===== config.mk =====
export PLATFORM = sky130hd
export DESIGN_NAME = decode_stage
export DESIGN_NICKNAME = d
export VERILOG_FILES = /design/src/rtl/decode_stage.sv
export SDC_FILE = /design/constraint.sdc
export NUM_CORES = 2
export LEC_CHECK = 0
export ABC_AREA = 0
export BUFFER_PORTS_ARGS = -buffer_cell sky130_fd_sc_hd__clkbuf_2
export CORE_ASPECT_RATIO = 0.9
export CORE_MARGIN = 4
export CORE_UTILIZATION = 40
export CTS_CLUSTER_SIZE = 25
export DETAILED_ROUTE_END_ITERATION = 6
export PLACE_DENSITY_LB_ADDON = 0.25
export SETUP_SLACK_MARGIN = 0.05
export SLEW_MARGIN = 20
export SYNTH_ARGS = -nofsm -noshare
export SYNTH_HDL_FRONTEND = slang
export SYNTH_SLANG_ARGS = --single-unit

===== constraint.sdc =====
create_clock -name Clk -period 8.4 [get_ports Clk]
set_input_delay 1.26 -clock Clk [delete_from_list [all_inputs] [get_ports Clk]]
set_output_delay 1.26 -clock Clk [all_outputs]
set_load 0.02 [all_outputs]

===== src/rtl/decode_stage.sv =====
// decode_stage: register file with two async read ports, write-back source select and immediate extension
module decode_stage #(
  parameter int DATA_W  = 32,
  parameter int REG_CNT = 32
) (
  input  logic              Clk,
  input  logic              Reset_n,
  input  logic [31:0]       Instr,
  input  logic              RF_WrEn,
  input  logic              RF_B_SEL,
  input  logic              RF_WrData_SEL,
  input  logic [1:0]        Imm_SEL,
  input  logic [DATA_W-1:0] ALU_out,
  input  logic [DATA_W-1:0] MEM_out,
  output logic [DATA_W-1:0] RF_A,
  output logic [DATA_W-1:0] RF_B,
  output logic [31:0]       Immed
);
  logic [DATA_W-1:0] regs [REG_CNT];
  logic [4:0] rs, rd, rt, b_addr;
  logic [15:0] imm;
  logic [31:0] sext;
  logic [DATA_W-1:0] wr_data;
  logic unused_opcode;
  assign rs = Instr[25:21];
  assign rd = Instr[20:16];
  assign rt = Instr[15:11];
  assign imm = Instr[15:0];
  assign unused_opcode = ^Instr[31:26];
  assign b_addr = RF_B_SEL ? rd : rt;
  assign wr_data = RF_WrData_SEL ? MEM_out : ALU_out;
  assign sext = {{16{imm[15]}}, imm};
  // R0 reads as zero regardless of what its storage holds
  always_comb begin
    RF_A = (rs == 5'd0) ? '0 : regs[rs];
    RF_B = (b_addr == 5'd0) ? '0 : regs[b_addr];
    Immed = (Imm_SEL == 2'b00) ? sext :
            (Imm_SEL == 2'b01) ? {16'h0000, imm} :
            (Imm_SEL == 2'b10) ? {imm, 16'h0000} : {sext[29:0], 2'b00};
  end
  always_ff @(posedge Clk) begin
    if (!Reset_n) begin
      for (int i = 0; i < REG_CNT; i++) regs[i] <= '0;
    end else if (RF_WrEn && rd != 5'd0) begin
      regs[rd] <= wr_data;
    end
  end
endmodule

==> metrics.txt <==
PD cells roughly 210 nW/um^2; initial antenna violation count 3; max cap viols 0; vias in the first global route 39550; max reg flops 1024; setup_tns 0 ns; synth warn 0; number of remaining DRC errors 0; largest net degree at the start of global routing slightly above 100; top flop regs regs (1024); Post-synth EDFFs 1024; final wirelength 210500 microns; Worst VDD drop 0.0001717 V; Avg Synthesized Cell Area 12.44 sq um; area grow syn2layout 13.07%; Leak 20.70 nW; CTS H-tree lvls 3; period utilization between 70% and 80%; Placeable Area 133800 sq um; wire length per cell 33.37 microns; Initial Util 40.48%; io pins 199; Max Slew Vio Count 0; Via density about 6.5; Die Area 141400 sq um; Nets ~4500; Critical Path RT 7.14 ns; initial DRC count ~7000; crit-path max FO 36; crit path launch type primary input; CTS clk-pin slew, worst paths 0.06 ns; achievable clock frequency 151.6 MHz; Cell Rows 127; RSZ-0062 raised after global routing false; slew margin rel. 15.79%; Top FF cell, synth edfxtp_1; TritonRoute pass-1 iters 6; Port Buf Inserts roughly 190; cts bufs inserted 108; share of layout cells above drive strength 1 23.63%; CTS Sinks 1024; Die Span Y 357.1 microns; status complete, no violations; Arrival @ worst endpoint 5.34 ns; CTS max path bufs 3; design area 61240 sq um; postcts setup bufs 0; Largest Register regs; Detail Placement HPWL 126000 microns; Synth cell types 67; minimum clock period 6.597 ns; mapped cell area 54160 sq um; gpl congestion 0.9261; Seq cells post-synth about 1000; via count between 40000 and 50000; post-CTS resize count 0; first-pass GRT wire length 293200 microns; Util after Layout 45.77%; CTS tree done; cells after synthesis 4355; measured slew at the worst slew-check pin 1.257 ns; grt ovf 0; post-synthesis sequential area ratio 56.78%; Synth async-reset ratio 0%; Cell Area, Placed ~58000 sq um; Routed Antenna Nets 0; endpoints failing hold 0; setup violators final 0; critical path endpoint category output port; Horiz. Die Dim 395.9 microns; CTS Root Cell clkbuf_16; CP Class in2out; HP Class in2reg; Total GRT Usage 29.15%; hold_ws slightly above 1 ns; cts hold-fix bufs 0
-- critical path, stage by stage --
cell	delay (ns)
buf_4	0.41
buf_4	0.45
mux2i_4	0.63
buf_4	0.43
nand2_2	0.44
o32a_1	0.48
a311o_1	0.28
o22ai_1	0.59
clkbuf_2	0.29
-- synth_stat cells, drive strengths merged, types with 8 or more instances --
cell type  count  area, sq um
a211oi        46        345.3
a21boi        17        127.6
a21oi        195        983.4
a221oi        13        126.4
a22o          14        122.6
a22oi         35        262.8
a311oi         8        70.07
a31o           8        70.07
a31oi         33        206.5
buf          149        852.1
clkbuf       297         1115
edfxtp      1024        30750
inv           40        150.1
mux2i         75        758.2
mux4         424         9549
nand2        441         1665
nand2b        26        162.7
nand3         65        325.3
nand4          8        50.05
nor2        1067         4015
nor2b         21        131.4
o211ai        41        307.8
o21ai        141        705.7
o221ai        17        148.9
o22ai         51        319.1
-- layer usage --
layer	part of all wire [%]	GRT usage (%)	wire length (microns)
met4	5.0	12.39	10540
met2	44	43.88	92330
met3	14	8.613	30310
met1	37	39.52	77210
met5	0.062	0.6739	130
-- layout make-up --
class | count | area [sq um]
Fill cell | 12080 | 72560
Sequential cell | 1024 | 30750
Multi-Input combinational cell | 2876 | 22110
Clock buffer | 136 | 2872
Timing Repair Buffer | 362 | 2594
Tap cell | 1806 | 2260
Clock inverter | 61 | 490.5
Inverter | 40 | 150.1
Antenna cell | 4 | 10.01
-- cell families after synthesis --
| kind of cell | count (synthesis) | share of synthesized area (%) |
|---|---|---|
| multiplexers | 506 | 19.19 |
| flip-flops | 1024 | 56.78 |
| buffers and inverters | 486 | 3.909 |
| other | 1 | 0.006924 |
| AND/OR/NAND/NOR | 1663 | 12.14 |
| AO/OA/AOI/OAI | 675 | 7.973 |
-- metrics by stage --
stage / setup slack [ns] / instances / power [mW]
final: 1.803 / 6309 / 12.94
after global routing: 1.837 / 6305 / 13.24
after CTS: 2.145 / 6292 / 12.88
after detailed placement: 2.149 / 6095 / 8.229
after global placement: 2.160 / 6091 / 8.193
after floorplan: 3.966 / 4386 / 7.353
-- power by group --
group	switching (mW)	internal, mW	total, mW	leakage (nW)
registers	0.149	5.91	6.06	9.75
clock network	2.10	2.62	4.73	1.64
logic	1.41	0.750	2.16	9.31
-- worst paths after layout --
check	from	end	slack (ns)	depth (start not counted)
hold / removal	ALU_out[6]	regs[7][6]	1.01	3
setup / recovery	RF_B_SEL	RF_B[23]	1.80	9
-- cell usage in the layout, fill, tap and decap left out, types with 51 or more instances in the layout --
cell type  count
o22ai_1       51
clkbuf_2     183
edfxtp_1    1024
clkbuf_16    111
mux4_2       424
nor2_1      1062
nand2_2       61
a21oi_1      193
nand2_1      377
o21ai_0       91
buf_4        151
nand3_1       65
Power figures use the tool's default switching activity.
